**src/rtl/seq_ser_tx.sv**
```systemverilog
`default_nettype none
// +------------------------------------------------------------------------+
// | seq_ser_tx : valid/ready parallel-to-serial transmitter, MSB first,     |
// | one-word holding buffer, optional preamble via SEQ_SER_TX_PREAMBLE_EN.  |
// | Rev 1.0                                                                 |
// +------------------------------------------------------------------------+
module seq_ser_tx #(
  parameter int                DATA_W     = 8,
  parameter int                BIT_CYCLES = 1,
  parameter logic [DATA_W-1:0] PREAMBLE   = 8'b10011001,
  parameter logic              IDLE_LEVEL = 1'b0
) (
  input  logic              clk,
  input  logic              rst,
  input  logic [DATA_W-1:0] tx_data,
  input  logic              tx_valid,
  output logic              tx_ready,
  output logic              ser_data,
  output logic              ser_en,
  output logic              busy,
  output logic              frame_done
);

`ifdef SEQ_SER_TX_PREAMBLE_EN
  localparam int FRAME_BITS = 2 * DATA_W;
`else
  localparam int FRAME_BITS = DATA_W;
`endif
  localparam int CYC_W = (BIT_CYCLES > 1) ? $clog2(BIT_CYCLES) : 1;
  localparam int BIT_W = $clog2(FRAME_BITS);
  localparam logic [CYC_W-1:0] CYC_LAST = CYC_W'(BIT_CYCLES - 1);
  localparam logic [BIT_W-1:0] BIT_LAST = BIT_W'(FRAME_BITS - 1);

  localparam logic [1:0] S_IDLE = 2'd0;
  localparam logic [1:0] S_DATA = 2'd2;
`ifdef SEQ_SER_TX_PREAMBLE_EN
  localparam logic [1:0] S_PRE       = 2'd1;
  localparam logic [1:0] S_FIRST     = S_PRE;
  localparam logic [BIT_W-1:0] BIT_PRE_LAST = BIT_W'(DATA_W - 1);
`else
  localparam logic [1:0] S_FIRST     = S_DATA;
`endif

  logic [1:0]            state_q, state_d;
  logic [DATA_W-1:0]     hold_q, hold_d;
  logic                  hold_full_q, hold_full_d;
  logic [FRAME_BITS-1:0] shift_q, shift_d;
  logic [BIT_W-1:0]      bit_q, bit_d;
  logic [CYC_W-1:0]      cyc_q, cyc_d;
  logic                  ser_data_q, ser_data_d;
  logic                  ser_en_q, ser_en_d;
  logic                  busy_q, busy_d;
  logic                  frame_done_q, frame_done_d;

  logic                  accept;
  logic                  load;
  logic                  frame_end;
  logic                  bit_wrap;
  logic [FRAME_BITS-1:0] frame_word;

  // The preamble and data word share one wide shifter, so the data word
  // reaches the MSB exactly as the preamble's last bit shifts out.
`ifdef SEQ_SER_TX_PREAMBLE_EN
  assign frame_word = {PREAMBLE, hold_q};
`else
  logic unused_preamble;
  assign unused_preamble = ^PREAMBLE;
  assign frame_word      = hold_q;
`endif

  assign tx_ready    = rst && !hold_full_q;
  assign accept      = tx_valid && tx_ready;
  assign hold_d      = accept ? tx_data : hold_q;
  assign hold_full_d = accept || (hold_full_q && !load);

  always_ff @(posedge clk or negedge rst) begin
    if (!rst) begin
      state_q      <= S_IDLE;
      hold_q       <= '0;
      hold_full_q  <= 1'b0;
      shift_q      <= '0;
      bit_q        <= '0;
      cyc_q        <= '0;
      ser_data_q   <= IDLE_LEVEL;
      ser_en_q     <= 1'b0;
      busy_q       <= 1'b0;
      frame_done_q <= 1'b0;
    end else begin
      state_q      <= state_d;
      hold_q       <= hold_d;
      hold_full_q  <= hold_full_d;
      shift_q      <= shift_d;
      bit_q        <= bit_d;
      cyc_q        <= cyc_d;
      ser_data_q   <= ser_data_d;
      ser_en_q     <= ser_en_d;
      busy_q       <= busy_d;
      frame_done_q <= frame_done_d;
    end
  end

  always_comb begin
    state_d   = state_q;
    shift_d   = shift_q;
    bit_d     = bit_q;
    cyc_d     = cyc_q;
    load      = 1'b0;
    frame_end = 1'b0;
    bit_wrap  = (cyc_q == CYC_LAST);
    case (state_q)
      S_IDLE: begin
        if (hold_full_q) begin
          load = 1'b1;
        end
      end
      default: begin
        if (bit_wrap) begin
          cyc_d = '0;
          if (bit_q == BIT_LAST) begin
            frame_end = 1'b1;
            bit_d     = '0;
            if (hold_full_q) begin
              load = 1'b1;
            end else begin
              state_d = S_IDLE;
            end
          end else begin
            shift_d = {shift_q[FRAME_BITS-2:0], 1'b0};
            bit_d   = bit_q + 1'b1;
`ifdef SEQ_SER_TX_PREAMBLE_EN
            if ((state_q == S_PRE) && (bit_q == BIT_PRE_LAST)) begin
              state_d = S_DATA;
            end
`endif
          end
        end else begin
          cyc_d = cyc_q + 1'b1;
        end
      end
    endcase
    if (load) begin
      shift_d = frame_word;
      state_d = S_FIRST;
      bit_d   = '0;
      cyc_d   = '0;
    end
  end

  always_comb begin
    ser_en_d     = (state_d != S_IDLE);
    ser_data_d   = ser_en_d ? shift_d[FRAME_BITS-1] : IDLE_LEVEL;
    busy_d       = ser_en_d || hold_full_d;
    frame_done_d = frame_end;
  end

  assign ser_data   = ser_data_q;
  assign ser_en     = ser_en_q;
  assign busy       = busy_q;
  assign frame_done = frame_done_q;

endmodule
`default_nettype wire

```
**config.mk**
```make
export PLATFORM = sky130hd
export DESIGN_NAME = seq_ser_tx
export DESIGN_NICKNAME = d
export VERILOG_FILES = /design/src/rtl/seq_ser_tx.sv
export SDC_FILE = /design/constraint.sdc
export NUM_CORES = 1
export LEC_CHECK = 0
export CORE_ASPECT_RATIO = 1.2
export CORE_MARGIN = 3
export CORE_UTILIZATION = 50
export DETAILED_ROUTE_END_ITERATION = 10
export PLACE_DENSITY_LB_ADDON = 0.08
export SYNTH_ARGS = -nofsm -noshare
export SYNTH_HDL_FRONTEND = slang
export SYNTH_SLANG_ARGS = --single-unit
```
**constraint.sdc**
```tcl
create_clock -name clk -period 2.2 [get_ports clk]
set_input_delay 0.44 -clock clk [delete_from_list [all_inputs] [get_ports clk]]
set_output_delay 0.44 -clock clk [all_outputs]
set_load 0.02 [all_outputs]
```
==> flow_summary.json, run 1 <==
{
  "routedWlPerCell_um": 14.2,
  "max-vdd-ir-drop_v": 0.000694,
  "hold_class": "flip-flop to flip-flop",
  "synth_area_leader_cell": "dfrtp_1",
  "cp-start-kind": "input pin",
  "cap_violations": 0,
  "die_w_um": 49.1,
  "fin_skew_ps": 3.92,
  "cts_sinks": 26,
  "synth_area_leaders": "dfrtp_1, mux2_2, a221o_1, ha_1, o21ai_0",
  "synth_cells": 86,
  "grt_pass1_vias": 753,
  "cts_htree_levels": 1,
  "synth_top_area_share": 0.585,
  "wl_um": 1940,
  "fin_crit_ps": 1930,
  "yosysWarnings": 0,
  "path_cells": "clkdlybuf4s50_1, nor2b_1, dlygate4sd2_1",
  "fin_ws_ps": 266,
  "path_max_fanout": 2,
  "synth_area_per_cell_um2": 12.9,
  "cp_num_buf_inv": 2,
  "final_layout_size_suffix_gt1_frac": 0.226,
  "startpoint": "rst",
  "numCtsBuffers": 3,
  "status": "complete, no violations",
  "clkTransAtPathRegs_ps": 130,
  "final_hold_viol_count": 0,
  "dieArea_um2": 2830,
  "coreArea_um2": 2090,
  "drv_slew": 0,
  "hold_slack_ps": 513,
  "io-pin-count": 16,
  "crit_arrival_ps": 1490,
  "setup_viol": 0,
  "drt.antenna.violating_nets": 0,
  "rsz0062_at_grt": "false",
  "r2r_start": "bit_q[0]",
  "dr.pass1.iters": 4,
  "max_freq_ghz": 0.517,
  "worstSetupPathType": "input pin to primary output",
  "port_buffers": 15,
  "crit_path_end_kind": "primary output",
  "drc": 0,
  "cts_max_path_buffers": 2,
  "hpwl_um": 1390,
  "worst_pin_slew_ps": 509,
  "cts_root_buf": "clkbuf_4",
  "crit_family": "buffers and inverters",
  "finalNonFillerCells": 136,
  "cp_slowest_stage_delay_ps": 500,
  "yosysUniqueCellTypes": 27,
  "tritoncts": "done",
  "min_from": "frame_word[2]",
  "crit_slowest_cell": "clkdlybuf4s50_1",
  "synth_nets": 100,
  "final_common_cell": "dfrtp_1",
  "p_leak_uw": 0.000612,
  "relSlewSlack": 0.659,
  "grt_overflow_total": 0,
  "worstPathRequired_ps": 1760,
  "grt_pass1_wl_um": 3530,
  "synth.cell_area_um2": 1110,
  "start_util": 0.531,
  "yosysSeqAreaShare": 0.585,
  "layout_common_cells": "dfrtp_1, clkdlybuf4s50_1, mux2_2, o21ai_0, nand2_1",
  "grt_util_all_layers": 0.163,
  "insertion_delay_ps": 320,
  "post-place-ws_ps": -21.0,
  "fin_nets": 121,
  "gp_congestion": 0.723,
  "area_delta_synth_final_pct": 22.2,
  "yosys_register_bits": 26,
  "vias": 750,
  "post_cts_buffers": 0,
  "drt-initial-drc-count": 27,
  "via_per_inst": 5.51,
  "insertedDiodeCount": 0,
  "grt_max_degree": 27,
  "numPlacedInstances": 132,
  "antenna_found_initial": 0,
  "die_y_um": 57.7,
  "rows": 18,
  "min_period_over_period": 0.879,
  "power.density_nw_per_um2": 1410
}
[registers in the layout (all words and copies together) (netlist names)]
name         cells
shift_q          8
frame_word       8
ser_data         1
state_q          2
busy             1
bit_q            3
frame_done       1
hold_full_q      1
ser_en           1
[through the flow]
step	setup TNS (ps)	area [um2]	power, uW	utilization
after global routing	0	1360	2070	0.649
after CTS	0	1360	1920	0.649
after detailed placement	-21.0	1310	1600	0.624
after floorplan	0	1110	1380	-
after global placement	-40.4	1310	1570	0.624
final	0	1360	1910	0.649
[cells by family after synthesis]
group | synth area share
compound gates | 0.160
fa+ha+maj | 0.0337
buf+inv | 0.0202
flops | 0.585
mux | 0.0810
simple gates | 0.120
[per-layer routing]
layer / vias to the layer above / wire length [um] / GRT usage
met3: 4 / 49 / 0.0231
met4: 0 / 27 / 0.0732
met1: 371 / 909 / 0.216
met2: 16 / 949 / 0.270
met5: - / 0 / 0
li1: 359 / - / -
[synthesized netlist by cell type (all sizes together)]
cell type	n
o21ba	1
ha	3
and3	6
o22ai	2
nand3	3
buf	1
a41oi	2
a2bb2oi	1
inv	2
a21boi	2
a221o	6
mux2	8
nor3	2
a21oi	1
and2b	1
o21bai	1
nand2	5
nor2	2
o21ai	7
dfrtp	26
nor2b	2
or3b	1
clkbuf	1
[final timing paths]
check	to	slack, ps	cells after the start
max in group asynchronous	frame_word[1]	1420	2
setup / recovery	tx_ready	270	3
min in group asynchronous	frame_done	540	2
hold / removal	frame_word[2]	510	1
setup reg to reg	shift_q[5]	290	5
hold reg to reg	frame_word[2]	510	1
[power breakdown]
group / switching (uW) / internal [uW]
combinational: 400 / 387
clock: 137 / 184
sequential: 117 / 687
total: 654 / 1260
[area by class of cell]
cell class | count | area (um2)
tap | 30 | 37.5
multi-input combinational | 56 | 439
inverter | 2 | 7.51
clock buffer | 3 | 22.5
sequential | 26 | 651
fill | 161 | 736
timing repair buffer | 18 | 171
clock inverter | 1 | 30.0
[repair_timing]
| action | 4_1_cts | 5_1_grt |
|---|---|---|
| endpoints found under the setup margin | 1 | 0 |
| hold buffers | 0 | 0 |
| resized for setup | 1 | 0 |
Note: power is estimated with default switching activity, not from simulation.
==> run 2, diff against run 1 <==
--- a/config.mk
+++ b/config.mk
@@ -6,7 +6,6 @@
 export NUM_CORES = 1
 export LEC_CHECK = 0
 export CORE_ASPECT_RATIO = 1.2
-export CORE_MARGIN = 3
 export CORE_UTILIZATION = 50
 export DETAILED_ROUTE_END_ITERATION = 10
 export PLACE_DENSITY_LB_ADDON = 0.08
==> run 2 against run 1 <==
  * Via count grew 0.93%
  * Clock skew about the same
  * Sequential power about the same
  * Sequential cell count unchanged
  * Register-to-register slack barely moved
  * Critical path type unchanged
  * Clock-buffer cell count unchanged
  * Critical endpoint unchanged
  * Final cell count unchanged
==> flow_summary.json, run 2 (same netlist as run 1, synthesis figures left out) <==
{
  "setup_viol": 0,
  "grt_util_all_layers": 0.191,
  "post-place-ws_ps": -4.10,
  "grt_overflow_total": 0,
  "final_common_cell": "dfrtp_1",
  "max-vdd-ir-drop_v": 0.000779,
  "die_w_um": 45.1,
  "drt-initial-drc-count": 17,
  "grt_pass1_vias": 748,
  "via_per_inst": 5.57,
  "hold_slack_ps": 517,
  "fin_skew_ps": 3.52,
  "relSlewSlack": 0.666,
  "final.setup.tns_ps": 0,
  "hold_class": "flip-flop to flip-flop",
  "max_freq_ghz": 0.515,
  "gp_congestion": 0.707,
  "cts_max_path_buffers": 2,
  "clkTransAtPathRegs_ps": 140,
  "io-pin-count": 16,
  "grt_pass1_wl_um": 3260,
  "cts_htree_levels": 1,
  "drt.antenna.violating_nets": 0,
  "post_cts_buffers": 0,
  "p_leak_uw": 0.000612,
  "post_cts_resized": 1,
  "start_util": 0.537,
  "die_y_um": 53.7,
  "worstPathRequired_ps": 1760,
  "final_hold_viol_count": 0,
  "fillers": 165,
  "insertedDiodeCount": 0,
  "path_max_fanout": 2,
  "insertion_delay_ps": 330,
  "power.density_nw_per_um2": 1410,
  "dieArea_um2": 2420,
  "rows": 18,
  "rsz0062_at_grt": "false",
  "layout_common_cells": "dfrtp_1, clkdlybuf4s50_1, mux2_2, o21ai_0, nand2_1",
  "drv_slew": 0,
  "crit_path_end_kind": "primary output",
  "cts_sinks": 26,
  "area_delta_synth_final_pct": 22.2,
  "status": "complete, no violations",
  "numCtsBuffers": 3,
  "hpwl_um": 1360,
  "grt_max_degree": 27,
  "coreArea_um2": 2070,
  "final_layout_size_suffix_gt1_frac": 0.226,
  "worstSetupPathType": "input pin to primary output",
  "tritoncts": "done",
  "crit_arrival_ps": 1500,
  "dr.pass1.iters": 4,
  "cp-start-kind": "input pin",
  "cap_violations": 0,
  "wl_um": 1930,
  "port_buffers": 15,
  "min_period_over_period": 0.883,
  "fin_crit_ps": 1940,
  "vias": 757,
  "cts_hold_buf": 0,
  "drc": 0,
  "routedWlPerCell_um": 14.2,
  "cts_root_buf": "clkbuf_4",
  "fin_ws_ps": 258,
  "fin_nets": 121,
  "worst_pin_slew_ps": 499,
  "final_area_um2": 1360,
  "antenna_found_initial": 0,
  "dpl-instance-area_um2": 1310
}
==> run 2: layer usage <==
| metal | wire length [um] | GRT usage | up-vias |
|---|---|---|---|
| met5 | 0 | 0 | - |
| met4 | 39 | 0.106 | 0 |
| met3 | 54 | 0.0302 | 5 |
| met2 | 893 | 0.287 | 20 |
| met1 | 938 | 0.260 | 368 |
| li1 | - | - | 364 |
==> run 2: final timing paths <==
kind | startpoint | end | slack (ps) | depth (start not counted)
worst max-delay path | rst | tx_ready | 260 | 3
worst min-delay path | frame_word[1] | frame_word[1] | 520 | 1
worst max register to register | bit_q[0] | shift_q[1] | 300 | 5
worst min register to register | frame_word[1] | frame_word[1] | 520 | 1
max in group asynchronous | rst | shift_q[5] | 1420 | 2
min in group asynchronous | rst | shift_q[7] | 540 | 2
==> run 2: worst max-delay path, cell delays in order <==
cell and delay (ps):
clkdlybuf4s50_1 510, nor2b_1 200, dlygate4sd2_1 350
==> run 2: where the power goes <==
| group | switching, uW | total, uW | internal [uW] |
|---|---|---|---|
| Sequential | 119 | 806 | 687 |
| Clock | 144 | 328 | 184 |
| Combinational | 397 | 783 | 386 |
==> run 2: metrics by stage <==
step / cells / total power, uW / utilization
detailed placement: 132 / 1600 / 0.631
finish: 136 / 1920 / 0.656
global placement: 132 / 1570 / 0.631
CTS: 136 / 1920 / 0.656
global route: 136 / 2050 / 0.656
floorplan: 86 / 1380 / -
==> run 2: layout make-up <==
class	instances	area [um2]	share of cell area
clock buffer	3	22.5	0.0166
multi-input combinational	56	439	0.323
timing repair buffer	18	171	0.126
sequential	26	651	0.479
tap	30	37.5	0.0276
clock inverter	1	30.0	0.0221
inverter	2	7.51	0.00552
